### src/rtl/dot_score_unit.sv
// Dot score unit: on each synchronized frame tick, scans a snapshot of the eaten
// flags one dot per cycle, awards BCD points for newly eaten dots and counts survivors.
module dot_score_unit #(
   parameter int unsigned NUM_DOTS = 32
) (
   input  logic        Clk,
   input  logic        Reset,
   input  logic        frame_clk,
   input  logic [31:0] eaten,
   output logic [15:0] score,
   output logic [5:0]  dots_remaining,
   output logic        eat_pulse,
   output logic        level_clear,
   output logic        busy
);

   localparam int unsigned IDX_W = 5;
   localparam int unsigned CNT_W = 6;
   localparam logic [15:0] SCORE_MAX = 16'h9990;
   localparam logic [IDX_W-1:0] LAST_IDX = IDX_W'(NUM_DOTS - 1);
   localparam logic [32:0] MASK_WIDE = (33'd1 << NUM_DOTS) - 33'd1;
   localparam logic [31:0] DOT_MASK  = MASK_WIDE[31:0];

   typedef enum logic [1:0] {
      ST_IDLE   = 2'd0,
      ST_SCAN   = 2'd1,
      ST_UPDATE = 2'd2
   } state_e;

   state_e            state_q, state_d;
   logic [2:0]        sync_q, sync_d;
   logic [31:0]       snap_q, snap_d;
   logic [31:0]       prev_q, prev_d;
   logic [IDX_W-1:0]  idx_q, idx_d;
   logic [CNT_W-1:0]  cnt_q, cnt_d;
   logic              new_eat_q, new_eat_d;
   logic [15:0]       score_q, score_d;
   logic [CNT_W-1:0]  dots_q, dots_d;
   logic              eat_pulse_q, eat_pulse_d;
   logic              rise_c;
   logic              eat_now_c;
   logic              busy_c;

   // Tens-digit BCD increment with ripple into hundreds/thousands, pinned at 9990.
   function automatic logic [15:0] bcd_add10(input logic [15:0] s);
      logic [3:0]  t, h, k;
      logic [15:0] r;
      t = s[7:4];
      h = s[11:8];
      k = s[15:12];
      if (s == SCORE_MAX) begin
         r = s;
      end else begin
         if (t != 4'd9) begin
            t = t + 4'd1;
         end else begin
            t = 4'd0;
            if (h != 4'd9) begin
               h = h + 4'd1;
            end else begin
               h = 4'd0;
               k = k + 4'd1;
            end
         end
         r = {k, h, t, s[3:0]};
      end
      return r;
   endfunction

   assign sync_d = {sync_q[1:0], frame_clk};
   assign rise_c = sync_q[1] & ~sync_q[2];

   // State register
   always_ff @(posedge Clk) begin
      if (Reset) begin
         state_q <= ST_IDLE;
      end else begin
         state_q <= state_d;
      end
   end

   // Next-state logic; ticks arriving outside IDLE are simply dropped
   always_comb begin
      state_d = state_q;
      case (state_q)
         ST_IDLE:   if (rise_c) state_d = ST_SCAN;
         ST_SCAN:   if (idx_q == LAST_IDX) state_d = ST_UPDATE;
         ST_UPDATE: state_d = ST_IDLE;
         default:   state_d = ST_IDLE;
      endcase
   end

   // Output decode of the state register
   always_comb begin
      busy_c = 1'b0;
      if (state_q != ST_IDLE) busy_c = 1'b1;
   end

   // Datapath next-state: snapshot, per-index scoring, commit in UPDATE
   always_comb begin
      snap_d      = snap_q;
      prev_d      = prev_q;
      idx_d       = idx_q;
      cnt_d       = cnt_q;
      new_eat_d   = new_eat_q;
      score_d     = score_q;
      dots_d      = dots_q;
      eat_pulse_d = 1'b0;
      eat_now_c   = 1'b0;
      case (state_q)
         ST_IDLE: begin
            if (rise_c) begin
               snap_d    = eaten & DOT_MASK;
               idx_d     = '0;
               cnt_d     = '0;
               new_eat_d = 1'b0;
            end
         end
         ST_SCAN: begin
            eat_now_c = snap_q[idx_q] & ~prev_q[idx_q];
            if (eat_now_c) begin
               score_d   = bcd_add10(score_q);
               new_eat_d = 1'b1;
            end
            if (!snap_q[idx_q]) cnt_d = cnt_q + CNT_W'(1);
            idx_d = idx_q + IDX_W'(1);
            // Pulse is registered so it is visible during the UPDATE cycle itself
            if (idx_q == LAST_IDX) eat_pulse_d = new_eat_q | eat_now_c;
         end
         ST_UPDATE: begin
            prev_d = snap_q;
            dots_d = cnt_q;
         end
         default: ;
      endcase
   end

   // Datapath registers; reset aborts any scan without committing
   always_ff @(posedge Clk) begin
      if (Reset) begin
         sync_q      <= '0;
         snap_q      <= '0;
         prev_q      <= '0;
         idx_q       <= '0;
         cnt_q       <= '0;
         new_eat_q   <= 1'b0;
         score_q     <= '0;
         dots_q      <= CNT_W'(NUM_DOTS);
         eat_pulse_q <= 1'b0;
      end else begin
         sync_q      <= sync_d;
         snap_q      <= snap_d;
         prev_q      <= prev_d;
         idx_q       <= idx_d;
         cnt_q       <= cnt_d;
         new_eat_q   <= new_eat_d;
         score_q     <= score_d;
         dots_q      <= dots_d;
         eat_pulse_q <= eat_pulse_d;
      end
   end

   assign score          = score_q;
   assign dots_remaining = dots_q;
   assign eat_pulse      = eat_pulse_q;
   assign busy           = busy_c;
   assign level_clear    = (dots_q == '0);

endmodule

### config.mk
export PLATFORM = sky130hd
export DESIGN_NAME = dot_score_unit
export DESIGN_NICKNAME = d
export VERILOG_FILES = /design/src/rtl/dot_score_unit.sv
export SDC_FILE = /design/constraint.sdc
export NUM_CORES = 1
export LEC_CHECK = 0
export BUFFER_PORTS_ARGS = -buffer_cell sky130_fd_sc_hd__clkbuf_2
export CORE_UTILIZATION = 62
export DETAILED_ROUTE_END_ITERATION = 10
export GPL_ROUTABILITY_DRIVEN = 0
export PLACE_DENSITY = 0.85
export SYNTH_ARGS = -nofsm -noshare
export SYNTH_HDL_FRONTEND = slang
export SYNTH_SLANG_ARGS = --single-unit
### constraint.sdc
create_clock -name Clk -period 4 [get_ports Clk]
set_clock_uncertainty 0.1 [all_clocks]
set_input_delay 0.4 -clock Clk [delete_from_list [all_inputs] [get_ports Clk]]
set_output_delay 0.4 -clock Clk [all_outputs]
set_load 0.05 [all_outputs]
== After elaboration in Yosys (flattened, before gate mapping) ==
Index checks and enable logic that the tools add are counted.

* Word-level logic and storage cells: 69
* Latch bits: 0
* Register bits after elaboration: 100
* Bits in read-only memories: 0
* Memories kept: 0
* RAM bits: 0
* Output and inout bits: 25

* Equal/unequal tests: 10
* Multipliers: 0
* Add/sub/neg operators: 5
* $lt $le $gt $ge: 1
* Bitwise gates (word level): 10
* Div/mod/pow operators: 0
* Reductions and logical operators: 13
* Shifts and indexed selects: 0
* Mux-type cells: 18

{| class="wikitable"
|+ Operator list
! cell !! number
|-
| 4-bit by 1-bit adder with 4-bit output, second input constant || 3
|-
| 12-bit equality test, second input constant || 1
|-
| 6-bit two-way mux || 2
|-
| 6-bit case mux with 2 select lines || 1
|-
| 1-bit binary-select mux with 5-bit select || 2
|-
| 5-bit case mux with 2 select lines || 1
|-
| 3-bit AND reduction || 3
|-
| 4-bit two-way mux || 2
|-
| 2-bit inequality test, second input constant || 4
|-
| 4-bit inequality test, second input constant || 2
|-
| 1-bit inverter || 7
|-
| 6-bit by 1-bit adder with 6-bit output, second input constant || 1
|-
| 6-bit logical NOT || 1
|-
| 5-bit by 6-bit < comparator with 1-bit output, second input constant || 1
|-
| 2-bit AND reduction || 3
|-
| 5-bit by 1-bit adder with 5-bit output, second input constant || 1
|-
| 5-bit equality test, second input constant || 1
|-
| 1-bit two-way mux || 5
|-
| 5-bit two-way mux || 1
|-
| 5-bit AND reduction || 1
|-
| 2-bit two-way mux || 2
|-
| 2-bit case mux with 2 select lines || 1
|-
| 4-bit AND reduction || 1
|-
| 2-bit nonzero test || 2
|-
| 7 further kinds || 8
|}

== Depth between registers and ports, before layout ==
Gate-level depths: netlist of run 1.

* Depth after elaboration: 6
* Gate-level depth with buffers: 11
* Gate-level depth less buffers: 7

== Worst setup path before layout of run 1 ==
No wires, ideal clock.

* Path type: reg2out
* From: reg dots_q[1], in the netlist dots_remaining[1]
* To: out level_clear
* Arrival time: 2.088 ns
* Buffers on the path: 0
* Path slack: 1.412 ns
* Stages on the path, launching flop included: 3
* Path through: dfxtp_1 -> or4_1 -> nor3_1

* Word-level cells in the longest chain between the ends: 1

{| class="wikitable"
|+ RTL lines
! item !! line !! RTL
|-
| from (decl) || 38 || <nowiki>logic [CNT_W-1:0] dots_q, dots_d;</nowiki>
|-
| from (signal assigned) || 148 || <nowiki>dots_q <= CNT_W'(NUM_DOTS);</nowiki>
|-
| from (signal assigned) || 158 || <nowiki>dots_q <= dots_d;</nowiki>
|-
| 6-bit logical NOT || 167 || <nowiki>assign level_clear = (dots_q == '0);</nowiki>
|-
| to (decl) || 13 || <nowiki>output logic level_clear,</nowiki>
|}

No other way between the ends.

== Worst setup path in the final report of run 1 ==
* From: reg idx_q[0]
* To: reg score_q[15], in the netlist score[15]

* Word-level cells in the longest chain between the ends: 5
* Elaborated cells between the ends (all ways): 7
* Classes of those cells: mux (4); bitwise (2); reduce/logical (1)

{| class="wikitable"
|+ RTL lines
! item !! line !! RTL
|-
| from (decl) || 34 || <nowiki>logic [IDX_W-1:0] idx_q, idx_d;</nowiki>
|-
| from (signal assigned) || 154 || <nowiki>idx_q <= idx_d;</nowiki>
|-
| 1-bit binary-select mux with 5-bit select || 120 || <nowiki>eat_now_c = snap_q[idx_q] & ~prev_q[idx_q];</nowiki>
|-
| 1-bit two-way mux (implied by the code) || 120 ||
|-
| 1-bit inverter || 120 ||
|-
| 1-bit AND (*) || 120 ||
|-
| 5-bit AND reduction (no source line) (*) || - ||
|-
| to (signal assigned) || 157 || <nowiki>score_q <= score_d;</nowiki>
|-
| to (decl) || 37 || <nowiki>logic [15:0] score_q, score_d;</nowiki>
|}

Mark *: on every way between the ends. The rest lies on a longest branch, timed or not. The select of a mux whose other input is x is not followed.
A chain may end at the register's enable or synchronous reset.

==> results of run 1 <==
==> sequential cells by signal (all words and copies together), names as in the netlist <==
signal,cells
prev_q,32
snap_q,32
score,12
cnt_q,6
dots_remaining,6
idx_q,5
sync_q,3
state_q,2
eat_pulse,1
new_eat_q,1
==> power by group <==
group | internal (uW) | switching [uW]
Sequential | 1010 | 15.7
Clock | 355 | 357
Combinational | 38.1 | 67.5
Total | 1400 | 440
==> path summary, 6_finish.rpt <==
kind | start | endpoint | slack (ps) | cells past startpoint
max reg2reg | idx_q[0] | score[15] | 730 | 7
max | idx_q[0] | score[15] | 730 | 7
min | frame_clk | sync_q[0] | 130 | 2
min reg2reg | sync_q[0] | sync_q[1] | 360 | 1
==> routing by layer <==
metal | global-route usage, % | wire (um)
met5 | 0 | 0
met4 | 9.70 | 210
met3 | 5.71 | 474
met2 | 45.0 | 4670
met1 | 33.4 | 4270
==> through the flow <==
step | total power (uW) | hold WS [ps] | cell area, um2
finish | 1840 | 128 | 4960
floorplan | 1120 | 314 | 4470
detailed placement | 1150 | 340 | 4740
global route | 1900 | 131 | 4960
global placement | 1150 | 322 | 4740
CTS | 1850 | 123 | 4960
==> Yosys cell counts, types with 6 or more instances <==
master and n:
o21ai_0 7, buf_4 6, mux2_2 7, nand2_1 158, nor2_1 19, a21oi_1 87, dfxtp_1 100, nor3_1 7
clkbuf_1 26, nand2b_1 8, buf_2 6, nand3_1 11, nor2b_1 12, mux2i_1 22
==> critical path, delay by kind of cell (launching register included) <==
family             cells  cell delay, ps
and+or+nand+nor        3            1050
muxes                  2             730
DFF                    1             740
AOI/OAI and AO/OA      2             580
==> cell type report <==
cell class              count  area, um2  share of cell area [%]
well taps                  96        120                    2.42
repair buffers             61        333                    6.71
flip-flops and latches    100       2000                    40.3
inverters                   5       18.8                   0.378
multi-input cells         408       2270                    45.7
clock inverters             7       97.6                    1.97
clock buffers               9        124                    2.50
==> cells by family (layout without fill, tap and decap cells) <==
family,after synthesis,count (layout),share of synthesized area [%]
flops,100,100,44.9
buf+inv,48,82,4.71
xor+xnor,3,3,0.589
simple gates,246,246,25.0
fa+ha+maj,5,5,1.40
mux,33,33,8.72
other cells,1,4,0.0840
compound gates,117,117,14.7
==> run metrics, run 1 <==
critical path cell sequence=mux4_2, mux2i_1, nor3b_1, nor4_4, o2111ai_2, or4_1, a21oi_1; highest clock rate=306 MHz; Gate Count Post-Synth=553; top cell type's share of synthesized area=44.9%; P per Cell Area=371 nW/um2; via density per instance=5.61; commonest non-fill, non-tap cells in the layout=nand2_1 (158), dfxtp_1 (100), a21oi_1 (87), clkbuf_2 (54), mux2i_1 (22); drt initial violations=237; post-route insts no fill=686; outcome=complete, no violations; vias in the first global route=3452; dpl cells=670; Worst path max stage delay=740 ps; CTS H-tree lvls=3; CTS buffer count=9; Worst-path clk slew=100 ps; clk buf depth=2; Final HPWL DP=6.61 mm; CP Data Required Time=4210 ps; Antenna Nets Post-Route=0; Final nets=625; IO Pins=60; first-pass GRT wire length=15.7 mm; sequential area share after synthesis=44.9%; CP max FO=19; FP Rows=30; Sum Neg Setup Slack=0 ps; gr ovfl total=0; Setup CP Type=reg -> reg; fin crit share=81.8%; fin util=72.3%; fin. max-slew vios=0; layout cells sized above 1=16.3%; max cap viols=0; Peak VDD IR=0.251 mV; endpoints failing setup=0; Worst-Margin Slew=1030 ps; Yosys warnings=0; core area=6870 um2; post-CTS setup repair buffer count=0; most common cell after layout, fill and taps aside=nand2_1; Vert. Die Dim=86.8 um; post-place setup slack=759 ps; CP endpoint kind=register; CTS tree=built; fill count=555; syn avg cell area=8.07 um2; ranking of synthesized cells by area=dfxtp_1 (45%), nand2_1 (13%), a21oi_1 (9.8%), mux2i_1 (4.9%), clkbuf_1 (2.2%); CP Launch Type=register; Clk Latency, worst-skew pair=370 ps; Total GRT Usage=26.6%; Hold-fix buffers, CTS=0; FFs w/ async S/R, synth=0%; synthesized area=4460 um2; Yosys reg bits=100; largest net degree at the start of global routing=46; total number of vias=3849; Synth area leader=dfxtp_1; top_reg_cell synth=dfxtp_1; antenna diode count=0; clock tree sinks=100; drt first pass iters=5; drt wl/cell=14.0 um; final wirelength=9.63 mm; critical path arrival=3480 ps; Die W=86.8 um; Die ar.=7540 um2; worst setup margin=728 ps; number of synthesized flops with an enable pin=0; Worst slew margin=31.2%; Area growth syn-to-layout=11.2%; CTS resizes=0; Root Buffer=clkbuf_8; leak pwr=0.00176 uW; drc violations=0; slowest stage cell, crit path=dfxtp_1; final hold violations=0; I/O Buffers=55; initial antenna violation count=0; HP Class=in -> reg; Netlist cell types=48; minimum clock period=3270 ps; RSZ-0062 raised after global routing=no; Starting Density=65.0%
Note: power is estimated with default switching activity, not from simulation.
==> run 2, diff against run 1 <==
--- a/config.mk
+++ b/config.mk
@@ -6,10 +6,10 @@
 export NUM_CORES = 1
 export LEC_CHECK = 0
 export BUFFER_PORTS_ARGS = -buffer_cell sky130_fd_sc_hd__clkbuf_2
-export CORE_UTILIZATION = 62
+export CORE_UTILIZATION = 52
 export DETAILED_ROUTE_END_ITERATION = 10
 export GPL_ROUTABILITY_DRIVEN = 0
-export PLACE_DENSITY = 0.85
+export PLACE_DENSITY = 0.76
 export SYNTH_ARGS = -nofsm -noshare
 export SYNTH_HDL_FRONTEND = slang
 export SYNTH_SLANG_ARGS = --single-unit
==> constraint.sdc (replaced) <==
create_clock -name Clk -period 2.95 [get_ports Clk]
set_clock_uncertainty 0.1 [all_clocks]
set_input_delay 0.295 -clock Clk [delete_from_list [all_inputs] [get_ports Clk]]
set_output_delay 0.295 -clock Clk [all_outputs]
set_load 0.05 [all_outputs]
==> run metrics, run 2 (same netlist as run 1, synthesis figures left out) <==
met2 Use GR=36.2% (was 45.0%); HP Class=in -> reg (unchanged); post-place setup slack=-114 ps (was 759 ps); CTS H-tree lvls=3 (unchanged); Final nets=636 (was 625); highest clock rate=360 MHz (was 306 MHz); Crit path buffers/inverters=1 (was 0); layout cells sized above 1=17.7% (was 16.3%); Net Sw Frac=22.9% (was 23.9%); drt first pass iters=4 (was 5); most used cell, CP=nor3b_1; Power, Total=2400 uW (was 1840 uW); CP max FO=19 (unchanged); Root Buffer=clkbuf_8 (unchanged); cell-internal power=1850 uW (was 1400 uW); NetSw=550 uW (was 440 uW); CTS buffer count=9 (unchanged); largest net degree at the start of global routing=44 (was 46); vias in the first global route=3462 (was 3452); Worst slew margin=64.0% (was 31.2%); first-pass GRT wire length=16.0 mm (was 15.7 mm); Die ar.=8950 um2 (was 7540 um2); endpoints failing setup=0 (unchanged); Worst-path clk slew=90 ps (was 100 ps); RSZ-0062 raised after global routing=no (unchanged); Worst R2R Setup Slack=170 ps (was 730 ps); core area=8260 um2 (was 6870 um2); most common cell after layout, fill and taps aside=nand2_1 (unchanged); drt initial violations=218 (was 237); Setup CP Type=reg -> reg (unchanged); worst hold margin=43.8 ps (was 128 ps); M3 GR Usage=3.70% (was 5.71%); drc violations=0 (unchanged); clk buf depth=2 (unchanged); Area growth syn-to-layout=12.5% (was 11.2%); Combinational Power Share=6.3% (was 5.7%); Post-DP Area=4820 um2 (was 4740 um2); max cap viols=0 (unchanged); Total GRT Usage=22.7% (was 26.6%); critical path cell sequence=mux4_2, mux2i_1, nor3b_1, nor4_4, o2111ai_2, buf_4, nor3b_1, mux2_2 (was mux4_2, mux2i_1, nor3b_1, nor4_4, o2111ai_2, or4_1, a21oi_1); critical path arrival=2930 ps (was 3480 ps); worst setup margin=173 ps (was 728 ps); FP Rows=33 (was 30); total number of vias=3812 (was 3849); Clk Latency, worst-skew pair=350 ps (was 370 ps); I/O Buffers=55 (unchanged); CP Data Required Time=3100 ps (was 4210 ps); sequential power share=57.7% (was 55.6%); CTS tree=built (unchanged); post-CTS setup repair buffer count=0 (unchanged); fin util=60.8% (was 72.3%); Peak VDD IR=0.292 mV (was 0.251 mV); commonest non-fill, non-tap cells in the layout=nand2_1 (158), dfxtp_1 (98), a21oi_1 (87), clkbuf_2 (54), mux2i_1 (22) (was nand2_1 (158), dfxtp_1 (100), a21oi_1 (87), clkbuf_2 (54), mux2i_1 (22)); final wirelength=9.77 mm (was 9.63 mm); Antenna Nets Post-Route=0 (unchanged); gr ovfl total=0 (unchanged); slowest stage cell, crit path=mux4_2 (was dfxtp_1); outcome=complete, no violations (unchanged); IO Pins=60 (unchanged); gr busiest metal=met2 (unchanged); final hold violations=0 (unchanged); via density per instance=5.41 (was 5.61); Top delay family on crit path=multiplexers (was simple AND/OR/NAND/NOR gates); fin crit share=94.1% (was 81.8%); antenna diode count=0 (unchanged); Vert. Die Dim=94.6 um (was 86.8 um); Starting Density=54.0% (was 65.0%); Die W=94.6 um (was 86.8 um); met1 Usage GRT=30.9% (was 33.4%); Worst path max stage delay=520 ps (was 740 ps); P per Cell Area=479 nW/um2 (was 371 nW/um2); drt wl/cell=13.9 um (was 14.0 um); CP endpoint kind=register (unchanged); minimum clock period=2780 ps (was 3270 ps); fin. max-slew vios=0 (unchanged); Finished Cell Area=5020 um2 (was 4960 um2); leak pwr=0.00181 uW (was 0.00176 uW); CP Launch Type=register (unchanged); initial antenna violation count=0 (unchanged); Final HPWL DP=6.77 mm (was 6.61 mm); Worst-Margin Slew=535 ps (was 1030 ps); clock group share of total power=36.0% (was 38.7%); clock tree sinks=100 (unchanged)
==> run 2: changes by cell type in the layout (fill, tap and decap cells not counted) <==
cell / delta
buf_12: -1
buf_4: +12
bufinv_16: -1
clkbuf_1: +1
clkbuf_8: +2
clkinvlp_4: -2
dfxtp_1: -2
dfxtp_4: +2
inv_6: -2
==> run 2: power groups by stage <==
| stage | clock network, uW | logic, uW | registers, uW |
|---|---|---|---|
| final | 865 | 151 | 1390 |
| after global routing | 939 | 167 | 1390 |
| after CTS | 872 | 151 | 1390 |
| after detailed placement | 0 | 150 | 1420 |
| after global placement | 0 | 146 | 1420 |
| after floorplan | 0 | 109 | 1410 |
==> run 2: path summary, 6_finish.rpt <==
check	from	cells past startpoint	to
max	idx_q[0]	8	score[8]
min	frame_clk	2	sync_q[0]
max reg2reg	idx_q[0]	8	score[8]
min reg2reg	sync_q[0]	1	sync_q[1]
==> run 2: final cells by class <==
type,count,area [um2]
sequential,100,2010
multi-input combinational,408,2270
tap,105,131
clock buffer,12,155
inverter,5,18.8
fill,754,3240
timing repair buffer,72,403
clock inverter,2,35.0
==> run 2: per-layer routing <==
layer	share of wire, %	wire, um
met3	3.4	336
met5	0	0
met4	1.5	151
met2	47	4630
met1	48	4660
==> run 2: timing repair <==
action | in CTS | in global routing
endpoints found under the hold margin | 0 | 0
gates resized for setup | 2 | 2
endpoints found under the setup margin | 6 | 5
hold buffers | 0 | 0
==> run 2: worst reg2reg max path, stage by stage (launching register included) <==
cell and delay, ps:
dfxtp_4 430, mux4_2 520, mux2i_1 160, nor3b_1 90, nor4_4 390, o2111ai_2 170
buf_4 220, nor3b_1 240, mux2_2 350
==> run 2: stage by stage <==
stage               std cells  setup TNS [ps]
global placement          690               0
floorplan                 556               0
CTS                       704               0
global route              704               0
detailed placement        690            -413
finish                    704               0
==> run 3, diff against run 2 <==
--- a/config.mk
+++ b/config.mk
@@ -5,8 +5,9 @@
 export SDC_FILE = /design/constraint.sdc
 export NUM_CORES = 1
 export LEC_CHECK = 0
-export BUFFER_PORTS_ARGS = -buffer_cell sky130_fd_sc_hd__clkbuf_2
+export BUFFER_PORTS_ARGS = -buffer_cell sky130_fd_sc_hd__buf_2
 export CORE_UTILIZATION = 52
+export CTS_CLUSTER_DIAMETER = 40
 export DETAILED_ROUTE_END_ITERATION = 10
 export GPL_ROUTABILITY_DRIVEN = 0
 export PLACE_DENSITY = 0.76
==> run metrics, run 3 (same netlist as run 1, synthesis figures left out) <==
outcome=complete, no violations (unchanged); Die ar.=8950 um2 (unchanged); CTS resizes=0 (was 2); fill count=767 (was 754); CTS buffer count=9 (unchanged); clk buf depth=2 (unchanged); post-CTS setup repair buffer count=0 (unchanged); CP endpoint kind=register (unchanged); Area growth syn-to-layout=12.2% (was 12.5%); Setup CP Type=reg -> reg (unchanged); largest net degree at the start of global routing=46 (was 44); layout cells sized above 1=17.5% (was 17.7%); gr ovfl total=0 (unchanged); Peak VDD IR=0.345 mV (was 0.292 mV); most common cell after layout, fill and taps aside=nand2_1 (unchanged); IO Pins=60 (unchanged); Worst-path clk slew=100 ps (was 90 ps); first-pass GRT wire length=16.3 mm (was 16.0 mm); drt wl/cell=14.3 um (was 13.9 um); total number of vias=3851 (was 3812); Worst Hold Path Cells=2 (unchanged); final hold violations=0 (unchanged); antenna diode count=0 (unchanged); drc violations=0 (unchanged); I/O Buffers=55 (unchanged); Antenna Nets Post-Route=0 (unchanged); Clk Latency, worst-skew pair=370 ps (was 350 ps); endpoints failing setup=0 (unchanged); CTS H-tree lvls=3 (unchanged); CP Data Required Time=3150 ps (was 3100 ps); post-route insts no fill=704 (unchanged); slowest stage cell, crit path=nor4_4 (was mux4_2); vias in the first global route=3533 (was 3462); Starting Density=54.0% (unchanged); Final HPWL DP=6.87 mm (was 6.77 mm); leak pwr=0.00179 uW (was 0.00181 uW); Worst path max stage delay=400 ps (was 520 ps); CP max FO=34 (was 19); CP Launch Type=register (unchanged); CTS tree=built (unchanged); max cap viols=0 (unchanged); dpl cells=689 (was 690); via density per instance=5.47 (was 5.41); Root Buffer=clkbuf_8 (unchanged); critical path arrival=2960 ps (was 2930 ps); critical path cell sequence=buf_12, nor2b_1, a2111oi_0, nor3_1, nor4_4, o2111ai_4, buf_4, or3_1, a21oi_1 (was mux4_2, mux2i_1, nor3b_1, nor4_4, o2111ai_2, buf_4, nor3b_1, mux2_2); highest clock rate=361 MHz (was 360 MHz); Worst-Margin Slew=552 ps (was 535 ps); Vert. Die Dim=94.6 um (unchanged); FP Rows=33 (unchanged); Sum Neg Setup Slack=0 ps (unchanged); minimum clock period=2770 ps (was 2780 ps); R2R depth=9 (was 8); final wirelength=10.0 mm (was 9.77 mm); HP Class=in -> reg (unchanged); Final nets=635 (was 636); commonest non-fill, non-tap cells in the layout=nand2_1 (158), dfxtp_1 (99), a21oi_1 (87), buf_2 (55), mux2i_1 (22) (was nand2_1 (158), dfxtp_1 (98), a21oi_1 (87), clkbuf_2 (54), mux2i_1 (22)); Total GRT Usage=23.2% (was 22.7%); drt first pass iters=4 (unchanged); fin crit share=93.8% (was 94.1%); Worst slew margin=63.1% (was 64.0%); drt initial violations=217 (was 218); Die W=94.6 um (unchanged); core area=8260 um2 (unchanged); fin. max-slew vios=0 (unchanged); RSZ-0062 raised after global routing=no (unchanged); initial antenna violation count=0 (unchanged); clock tree sinks=100 (unchanged); Hold-fix buffers, CTS=0 (unchanged); P per Cell Area=464 nW/um2 (was 479 nW/um2)
run 3: critical path, delay by kind of cell (launching register included):
| kind | cells | cell delay, ps |
|---|---|---|
| compound gates | 3 | 800 |
| buf+inv | 2 | 450 |
| simple gates | 4 | 960 |
| flops | 1 | 380 |
run 3: area by class of cell:
cell class | count | area, um2 | share of cell area (%)
timing repair buffer | 71 | 408 | 8.15
clock buffer | 10 | 128 | 2.55
sequential | 100 | 2000 | 40.0
inverter | 5 | 18.8 | 0.375
clock inverter | 5 | 37.5 | 0.750
multi-input combinational | 408 | 2280 | 45.5
tap | 105 | 131 | 2.62
run 3: worst paths after layout:
path              slack [ps]   endpoint       from
hold / removal            40  sync_q[0]  frame_clk
setup reg to reg         180  score[14]   idx_q[1]
hold reg to reg          360  sync_q[1]  sync_q[0]
setup / recovery         180  score[14]   idx_q[1]
run 3: stage by stage:
step	setup WS [ps]	hold WS (ps)	area (um2)	utilization, %	total power, uW
after detailed placement	53.0	340	4830	58.5	1570
after global routing	30.6	45.8	5010	60.6	2400
after floorplan	379	314	4470	-	1520
after global placement	127	332	4830	58.5	1570
final	182	43.1	5010	60.6	2320
after CTS	38.3	33.4	4990	60.5	2330
run 3: metal layers:
layer  vias to the layer above  GRT usage (%)  part of all wire [%]
li1                       1950              -                     -
met1                      1805           29.6                    45
met2                        81           38.3                    49
met3                        15           5.72                   4.3
met4                         0           7.83                   1.8
met5                         -              0                     0
run 3: report_power, final:
group / internal, uW / switching, uW
Combinational: 57.3 / 96.5
Sequential: 1370 / 18.6
Clock: 307 / 473
